===== src/rtl/seg_ascii_scan_if.sv =====
// seg_ascii_scan_if: host/display bus for the seg_ascii_scan display driver.
//   master (host side) drives : en, load, chars_in, dp_in, blink_mask
//   master (host side) reads  : seg_sel, seg_led, upd_pending, frame_done
//   slave  (driver side) is the mirror image.
// DIGITS must match the DIGITS parameter of the driver it is connected to.
interface seg_ascii_scan_if #(
  parameter int DIGITS = 6
);
  logic                  en;
  logic                  load;
  logic [8*DIGITS-1:0]   chars_in;
  logic [DIGITS-1:0]     dp_in;
  logic [DIGITS-1:0]     blink_mask;
  logic [DIGITS-1:0]     seg_sel;
  logic [7:0]            seg_led;
  logic                  upd_pending;
  logic                  frame_done;

  modport master (
    output en, load, chars_in, dp_in, blink_mask,
    input  seg_sel, seg_led, upd_pending, frame_done
  );

  modport slave (
    input  en, load, chars_in, dp_in, blink_mask,
    output seg_sel, seg_led, upd_pending, frame_done
  );
endinterface


===== src/rtl/seg_ascii_scan.sv =====
// seg_ascii_scan: multiplexed common-anode 7-segment ASCII display driver.
//   Ports: clk (system clock), rst (synchronous, active-high),
//          bus (seg_ascii_scan_if.slave):
//            en          display enable
//            load        one-cycle write strobe for chars_in / dp_in
//            chars_in    ASCII per digit, byte k -> digit k (digit 0 rightmost)
//            dp_in       decimal point per digit, 1 = lit
//            blink_mask  per-digit blink request
//            seg_sel     digit select, active-low
//            seg_led     segments {h,g,f,e,d,c,b,a}, active-low
//            upd_pending pending buffer not yet applied
//            frame_done  one-cycle pulse after the last slot of a frame
//   Host writes land in a pending buffer and are copied to the active buffer
//   only at a frame boundary, so a frame never shows a mix of old/new text.
//   Optional build macro SEG_BLINK_EN: enables the blink frame counter;
//   without it blink_mask is ignored.
module seg_ascii_scan #(
  parameter int DIGITS       = 6,
  parameter int SCAN_DIV     = 50000,
  parameter int BLANK_CYC    = 4,
  parameter int BLINK_FRAMES = 128
) (
  input  logic           clk,
  input  logic           rst,
  seg_ascii_scan_if.slave bus
);

  localparam int CW = $clog2(SCAN_DIV);
  localparam int IW = $clog2(DIGITS);
  localparam logic [CW-1:0] CNT_LAST  = CW'(SCAN_DIV - 1);
  localparam logic [CW-1:0] CNT_BLANK = CW'(BLANK_CYC);
  localparam logic [IW-1:0] IDX_LAST  = IW'(DIGITS - 1);

  // ASCII to active-low segment glyph; letters are folded to upper case.
  // 'O' reuses the '0' glyph so words like "hello" read naturally.
  function automatic logic [7:0] decode(input logic [7:0] c);
    logic [7:0] u;
    logic [7:0] g;
    if ((c >= 8'h61) && (c <= 8'h7A)) begin
      u = c - 8'h20;
    end else begin
      u = c;
    end
    case (u)
      8'h00, 8'h20: g = 8'hFF;
      8'h30, 8'h4F: g = 8'hC0;
      8'h31:        g = 8'hF9;
      8'h32:        g = 8'hA4;
      8'h33:        g = 8'hB0;
      8'h34:        g = 8'h99;
      8'h35:        g = 8'h92;
      8'h36:        g = 8'h82;
      8'h37:        g = 8'hF8;
      8'h38:        g = 8'h80;
      8'h39:        g = 8'h90;
      8'h41:        g = 8'h88;
      8'h42:        g = 8'h83;
      8'h43:        g = 8'hC6;
      8'h44:        g = 8'hA1;
      8'h45:        g = 8'h86;
      8'h46:        g = 8'h8E;
      8'h48:        g = 8'h89;
      8'h4C:        g = 8'hC7;
      8'h50:        g = 8'h8C;
      8'h55:        g = 8'hC1;
      8'h2D:        g = 8'hBF;
      8'h5F:        g = 8'hF7;
      default:      g = 8'hB6;
    endcase
    return g;
  endfunction

  logic [CW-1:0]         cnt_q, cnt_d;
  logic [IW-1:0]         idx_q, idx_d;
  logic [8*DIGITS-1:0]   act_chars_q, act_chars_d;
  logic [DIGITS-1:0]     act_dp_q, act_dp_d;
  logic [8*DIGITS-1:0]   pend_chars_q, pend_chars_d;
  logic [DIGITS-1:0]     pend_dp_q, pend_dp_d;
  logic                  upd_q, upd_d;
  logic                  fd_q, fd_d;
  logic [DIGITS-1:0]     sel_q, sel_d;
  logic [7:0]            led_q, led_d;

  logic                  tick_s;
  logic                  boundary_s;
  logic                  lit_s;
  logic                  dark_s;
  logic [7:0]            char_cur_s;
  logic [7:0]            glyph_s;

`ifdef SEG_BLINK_EN
  localparam int FW = (BLINK_FRAMES > 1) ? $clog2(BLINK_FRAMES) : 1;
  localparam logic [FW-1:0] FCNT_LAST = FW'(BLINK_FRAMES - 1);
  logic [FW-1:0]         fcnt_q, fcnt_d;
  logic                  phase_q, phase_d;   // 1 = blinking digits visible
`else
  logic                  unused_blink_s;
  assign unused_blink_s = ^{bus.blink_mask, BLINK_FRAMES[0]};
`endif

  assign tick_s     = (cnt_q == CNT_LAST);
  assign boundary_s = tick_s && (idx_q == IDX_LAST);

  // Next-state logic: scan counters, buffer handover, output glyph.
  always_comb begin
    cnt_d        = cnt_q;
    idx_d        = idx_q;
    act_chars_d  = act_chars_q;
    act_dp_d     = act_dp_q;
    pend_chars_d = pend_chars_q;
    pend_dp_d    = pend_dp_q;
    upd_d        = upd_q;
    fd_d         = boundary_s;
    sel_d        = sel_q;
    led_d        = led_q;
    dark_s       = 1'b0;

    if (tick_s) begin
      cnt_d = '0;
      if (idx_q == IDX_LAST) begin
        idx_d = '0;
      end else begin
        idx_d = idx_q + IW'(1);
      end
    end else begin
      cnt_d = cnt_q + CW'(1);
    end

    // A load on the boundary edge bypasses the pending buffer entirely.
    if (boundary_s) begin
      upd_d = 1'b0;
      if (bus.load) begin
        act_chars_d = bus.chars_in;
        act_dp_d    = bus.dp_in;
      end else if (upd_q) begin
        act_chars_d = pend_chars_q;
        act_dp_d    = pend_dp_q;
      end else begin
        act_chars_d = act_chars_q;
        act_dp_d    = act_dp_q;
      end
    end else if (bus.load) begin
      pend_chars_d = bus.chars_in;
      pend_dp_d    = bus.dp_in;
      upd_d        = 1'b1;
    end else begin
      upd_d        = upd_q;
    end

`ifdef SEG_BLINK_EN
    fcnt_d  = fcnt_q;
    phase_d = phase_q;
    if (boundary_s) begin
      if (fcnt_q == FCNT_LAST) begin
        fcnt_d  = '0;
        phase_d = ~phase_q;
      end else begin
        fcnt_d  = fcnt_q + FW'(1);
      end
    end else begin
      fcnt_d  = fcnt_q;
    end
    dark_s = ~phase_q & bus.blink_mask[idx_q];
`endif

    char_cur_s = act_chars_q[{idx_q, 3'b000} +: 8];
    glyph_s    = decode(char_cur_s);
    if (act_dp_q[idx_q]) begin
      glyph_s[7] = 1'b0;
    end else begin
      glyph_s[7] = glyph_s[7];
    end

    // Anti-ghost: all digits off for the first BLANK_CYC clocks of a slot.
    lit_s = bus.en && (cnt_q >= CNT_BLANK);
    if (!lit_s) begin
      sel_d = '1;
      led_d = 8'hFF;
    end else if (dark_s) begin
      sel_d = ~(DIGITS'(1) << idx_q);
      led_d = 8'hFF;
    end else begin
      sel_d = ~(DIGITS'(1) << idx_q);
      led_d = glyph_s;
    end
  end

  // State registers with synchronous reset.
  always_ff @(posedge clk) begin
    if (rst) begin
      cnt_q        <= '0;
      idx_q        <= '0;
      act_chars_q  <= '0;
      act_dp_q     <= '0;
      pend_chars_q <= '0;
      pend_dp_q    <= '0;
      upd_q        <= 1'b0;
      fd_q         <= 1'b0;
      sel_q        <= '1;
      led_q        <= 8'hFF;
`ifdef SEG_BLINK_EN
      fcnt_q       <= '0;
      phase_q      <= 1'b1;
`endif
    end else begin
      cnt_q        <= cnt_d;
      idx_q        <= idx_d;
      act_chars_q  <= act_chars_d;
      act_dp_q     <= act_dp_d;
      pend_chars_q <= pend_chars_d;
      pend_dp_q    <= pend_dp_d;
      upd_q        <= upd_d;
      fd_q         <= fd_d;
      sel_q        <= sel_d;
      led_q        <= led_d;
`ifdef SEG_BLINK_EN
      fcnt_q       <= fcnt_d;
      phase_q      <= phase_d;
`endif
    end
  end

  assign bus.seg_sel     = sel_q;
  assign bus.seg_led     = led_q;
  assign bus.upd_pending = upd_q;
  assign bus.frame_done  = fd_q;

endmodule

===== src/flat_wrapper.sv =====
// flat-port wrapper written by rule: the top's interface ports become plain ports
module seg_ascii_scan_flat 
#(
  parameter int DIGITS       = 6,
  parameter int SCAN_DIV     = 50000,
  parameter int BLANK_CYC    = 4,
  parameter int BLINK_FRAMES = 128
)
  (clk, rst, bus_en, bus_load, bus_chars_in, bus_dp_in, bus_blink_mask, bus_seg_sel, bus_seg_led, bus_upd_pending, bus_frame_done);
  seg_ascii_scan_if #(.DIGITS(DIGITS)) bus_i ();
  input  logic clk;
  input  logic rst;
  input wire logic [$bits(bus_i.en)-1:0] bus_en;
  input wire logic [$bits(bus_i.load)-1:0] bus_load;
  input wire logic [$bits(bus_i.chars_in)-1:0] bus_chars_in;
  input wire logic [$bits(bus_i.dp_in)-1:0] bus_dp_in;
  input wire logic [$bits(bus_i.blink_mask)-1:0] bus_blink_mask;
  output wire logic [$bits(bus_i.seg_sel)-1:0] bus_seg_sel;
  output wire logic [$bits(bus_i.seg_led)-1:0] bus_seg_led;
  output wire logic [$bits(bus_i.upd_pending)-1:0] bus_upd_pending;
  output wire logic [$bits(bus_i.frame_done)-1:0] bus_frame_done;
  assign bus_i.en = bus_en;
  assign bus_i.load = bus_load;
  assign bus_i.chars_in = bus_chars_in;
  assign bus_i.dp_in = bus_dp_in;
  assign bus_i.blink_mask = bus_blink_mask;
  assign bus_seg_sel = bus_i.seg_sel;
  assign bus_seg_led = bus_i.seg_led;
  assign bus_upd_pending = bus_i.upd_pending;
  assign bus_frame_done = bus_i.frame_done;
  seg_ascii_scan #(.DIGITS(DIGITS), .SCAN_DIV(SCAN_DIV), .BLANK_CYC(BLANK_CYC), .BLINK_FRAMES(BLINK_FRAMES)) u_core (.clk(clk), .rst(rst), .bus(bus_i));
endmodule

===== config.mk =====
export PLATFORM = sky130hd
export DESIGN_NAME = seg_ascii_scan_flat
export DESIGN_NICKNAME = d
export VERILOG_FILES = /design/src/rtl/seg_ascii_scan_if.sv /design/src/rtl/seg_ascii_scan.sv /design/src/flat_wrapper.sv
export SDC_FILE = /design/constraint.sdc
export NUM_CORES = 1
export LEC_CHECK = 0
export ABC_AREA = 1
export BUFFER_PORTS_ARGS = -buffer_cell sky130_fd_sc_hd__buf_2
export CORE_MARGIN = 8
export CORE_UTILIZATION = 50
export CTS_BUF_LIST = sky130_fd_sc_hd__clkbuf_4
export CTS_CLUSTER_DIAMETER = 60
export DETAILED_ROUTE_END_ITERATION = 10
export PLACE_DENSITY = 0.77
export SLEW_MARGIN = 20
export SYNTH_ARGS = -nofsm -noshare
export SYNTH_HDL_FRONTEND = slang
export SYNTH_SLANG_ARGS = --single-unit

===== constraint.sdc =====
create_clock -name clk -period 3 [get_ports clk]
set_clock_uncertainty 0.05 [all_clocks]
set_input_delay 0.9 -clock clk [delete_from_list [all_inputs] [get_ports clk]]
set_output_delay 0.9 -clock clk [all_outputs]
set_load 0.05 [all_outputs]

==> flow_summary_export.csv <==
group,metric,value,unit
synthesis,synth_flop_cell,"dfxtp_1",
synthesis,ys_ff_latch,143,
clock_tree,ctsHoldBuffers,0,
sta,finalSetupViolations,0,
sta,tightestPinTransition,0.530,ns
drt,wl_per_cell,12.6,um
sta,hold_viol,0,
synthesis,synthXorXnorAreaFrac,0.263,%
synthesis,synth_edf_count,0,
worst_setup_path,start_kind,"flip-flop",
clock_tree,root_buffer,"clkbuf_4",
layout,drive_gt1_share,14.6,%
sta,timing.final.crit_period,2.65,ns
synthesis,synth_cell_types,38,
floorplan,die_area,0.0173,mm2
layout,seq_area,0.00286,mm2
placement,place.gp.congestion,0.850,
worst_setup_path,critPathRequiredTime,3.38,ns
synthesis,yosys.area_share.simple,21.0,%
placement,dp_cells,1169,
sta,setup_ws,0.350,ns
clock_tree,clk_pin_slew,0.11,ns
synthesis,syn_area,0.00666,mm2
sta,slew_headroom,64.6,%
synthesis,synth_top_family_by_area,"compound AO/OA/AOI/OAI gates",
clock_tree,cts_sinks,143,
job,cap_violations,0,
placement,hpwl,10500,um
clock_tree,clk_latency,0.55,ns
sta,fmaxAchievable,377,MHz
floorplan,ios,80,
drt,viasPerCell,5.08,
drt,drc,0,
synthesis,synth_compound_area_share,24.8,%
worst_setup_path,critPathMaxFanout,10,
floorplan,initial_core_util,50.7,%
drt,drt_iter0_markers,567,
synthesis,async_flop_share,0,%
sta,report.final.slew_viol_count,0,
layout,fin_nets,1080,
global_route,grt_pass1_vias,5676,
global_route,grt_overflow,0,
clock_tree,numCtsBuffers,17,
synthesis,ys_warn_count,0,
pwr,p_leak,3.12,nW
floorplan,dieHeight,131,um
clock_tree,h-tree-depth,4,
synthesis,synth_fp_nets,1030,
drt,first_pass_iters,5,
clock_tree,cts_tree,"built",
hold_path,hold_class,"flip-flop to flip-flop",
synthesis,yosysSeqAreaShare,43.0,%
sta,fin_crit_sh,88.3,%
floorplan,fp.dieW,131,um
layout,fillers,1267,
global_route,antenna_found_initial,1,
layout,fin_cells,1201,
drt,ant_nets,0,
global_route,grt_first_pass_wirelength,26300,um
placement,dpl_worst_slack,0.307,ns
synthesis,synth_top_area_share,43.0,%
worst_setup_path,critPathCaptureType,"flip-flop",
global_route,grt_max_degree,111,
placement,io_buffer_count,73,
worst_setup_path,crit_arrival,3.03,ns
synthesis,syn_inst,962,
synthesis,synth_top_cell_by_area,"dfxtp_1",
layout,multiInputGateArea,0.00313,mm2
pwr,power.total,3.31,mW
drt,wirelength,15200,um
pwr,irDropWorstVdd,0.265,mV
synthesis,synthMuxAreaShare,0,%
sta,tns,0,ns
sta,grt_setup_unrepaired,"false",
floorplan,core,0.0131,mm2
synthesis,synth_area_per_cell,6.93,um2
clock_tree,clockBufferDepth,2,
global_route,gr-usage-all-layers,18.0,%
worst_setup_path,critPathKind,"flip-flop to flip-flop",
layout,syn_to_final_growth,11.3,%
floorplan,num_rows,42,
synthesis,synth-adder-area-share,0.751,%
drt,via_count,6104,
pwr,powerDensity,447,mW/mm2
synthesis,synthTopCellsByArea,"dfxtp_1 (43%), a21oi_1 (13%), o21ai_0 (8.8%)",
outcome,outcome,"finished, final reports clean",
-- layout make-up --
type                       count  share of cell area [%]
clock buffer                  21                    2.13
tap                          176                    2.97
inverter                     121                    6.12
sequential                   143                    38.6
multi-input combinational    646                    42.2
clock inverter                10                   0.978
antenna                        1                  0.0337
timing repair buffer          83                    6.98
-- layout by cell type, fill, tap and decap left out, types with 2 or more instances in the layout --
master / netlist / final
buf_4: 1 / 5
inv_1: 114 / 113
clkbuf_4: 0 / 21
clkinv_1: 1 / 5
nand2_1: 141 / 140
buf_12: 0 / 6
nor4_1: 3 / 3
nor3b_1: 2 / 2
ha_1: 4 / 4
buf_2: 6 / 72
nand3_2: 3 / 3
nor2_1: 110 / 109
nand3_1: 13 / 13
nand3b_1: 2 / 2
o31ai_1: 2 / 2
clkinv_2: 0 / 4
nand2_2: 13 / 14
nor2_2: 4 / 4
nor3_1: 12 / 12
a21oi_1: 179 / 179
inv_2: 6 / 7
o21ai_0: 117 / 117
o211ai_1: 9 / 9
nor2_4: 5 / 6
nand4_1: 9 / 9
dfxtp_1: 143 / 142
o21ai_1: 6 / 6
-- Yosys cell counts (5+ instances only) --
library cell / instances
inv_1: 114
nor2_1: 110
o211ai_1: 9
nand2_2: 13
o21ai_0: 117
inv_2: 6
nand3_1: 13
nor3_1: 12
dfxtp_1: 143
clkbuf_1: 42
nand4_1: 9
o21ai_1: 6
a21oi_1: 179
buf_2: 6
nand2_1: 141
nor2_4: 5
-- metrics by stage --
step                util [%]  hold WS [ns]  area, um2
floorplan                  -         0.380       6660
global route            56.5         0.428       7420
CTS                     56.4         0.409       7410
global placement        54.7         0.388       7180
detailed placement      54.7         0.393       7180
finish                  56.5         0.408       7420
-- worst paths after layout --
path / slack (ns) / start / cells after the start / end
setup / recovery: 0.35 / u_core.idx_q[1]$_SDFFE_PP0P_ / 16 / u_core.bus.seg_led[6]$_SDFF_PP1_
hold / removal: 0.41 / u_core.pend_chars_q[18]$_SDFFE_PP0P_ / 2 / u_core.pend_chars_q[18]$_SDFFE_PP0P_
setup reg to reg: 0.35 / u_core.idx_q[1]$_SDFFE_PP0P_ / 16 / u_core.bus.seg_led[6]$_SDFF_PP1_
hold reg to reg: 0.41 / u_core.pend_chars_q[18]$_SDFFE_PP0P_ / 2 / u_core.pend_chars_q[18]$_SDFFE_PP0P_
-- timing repair --
item | in CTS | in global routing
endpoints found under the setup margin | 0 | 4
setup buffers | 0 | 0
resized for setup | 0 | 1
-- worst max-delay path: stages (launching register included) --
cell      delay, ns
dfxtp_1        0.38
inv_2          0.16
nand2_1        0.15
nor2_4         0.23
a21oi_1        0.12
nand2_1        0.15
inv_1          0.06
ha_1           0.30
inv_1          0.06
nand4_1        0.10
nand2_2        0.13
nor2_8         0.06
and2_4         0.16
nand2_1        0.05
nand2_1        0.08
nor3_1         0.18
nand3b_1       0.09
-- state kept, by name, summed over array words and instances (netlist names) --
signal,count
u_core.act_chars_q,48
u_core.act_dp_q,6
u_core.bus.frame_done,1
u_core.bus.seg_led,8
u_core.bus.seg_sel,6
u_core.bus.upd_pending,1
u_core.cnt_q,16
u_core.idx_q,3
u_core.pend_chars_q,48
u_core.pend_dp_q,6
-- per-layer routing --
layer	vias to the layer above	track usage (%)	wire length, um
met4	0	7.21	328
met1	2672	23.4	7290
met2	151	27.3	6810
met3	30	5.37	731
li1	3251	-	-
met5	-	0	0
-- logic make-up (layout without fill, tap and decap cells) --
kind of cell / count (synthesis) / in the layout
xor gates and xnor gates: 2 / 2
and+or+nand+nor: 320 / 320
DFF: 143 / 143
buffers and inverters: 173 / 235
other: 0 / 1
AOI/OAI and AO/OA: 320 / 320
adders and majority gates: 4 / 4
-- report_power, final --
group          switching [mW]  internal (mW)
Clock                   0.652          0.426
Sequential             0.0151           1.95
Combinational           0.170         0.0968
Note: power is estimated with default switching activity, not from simulation.
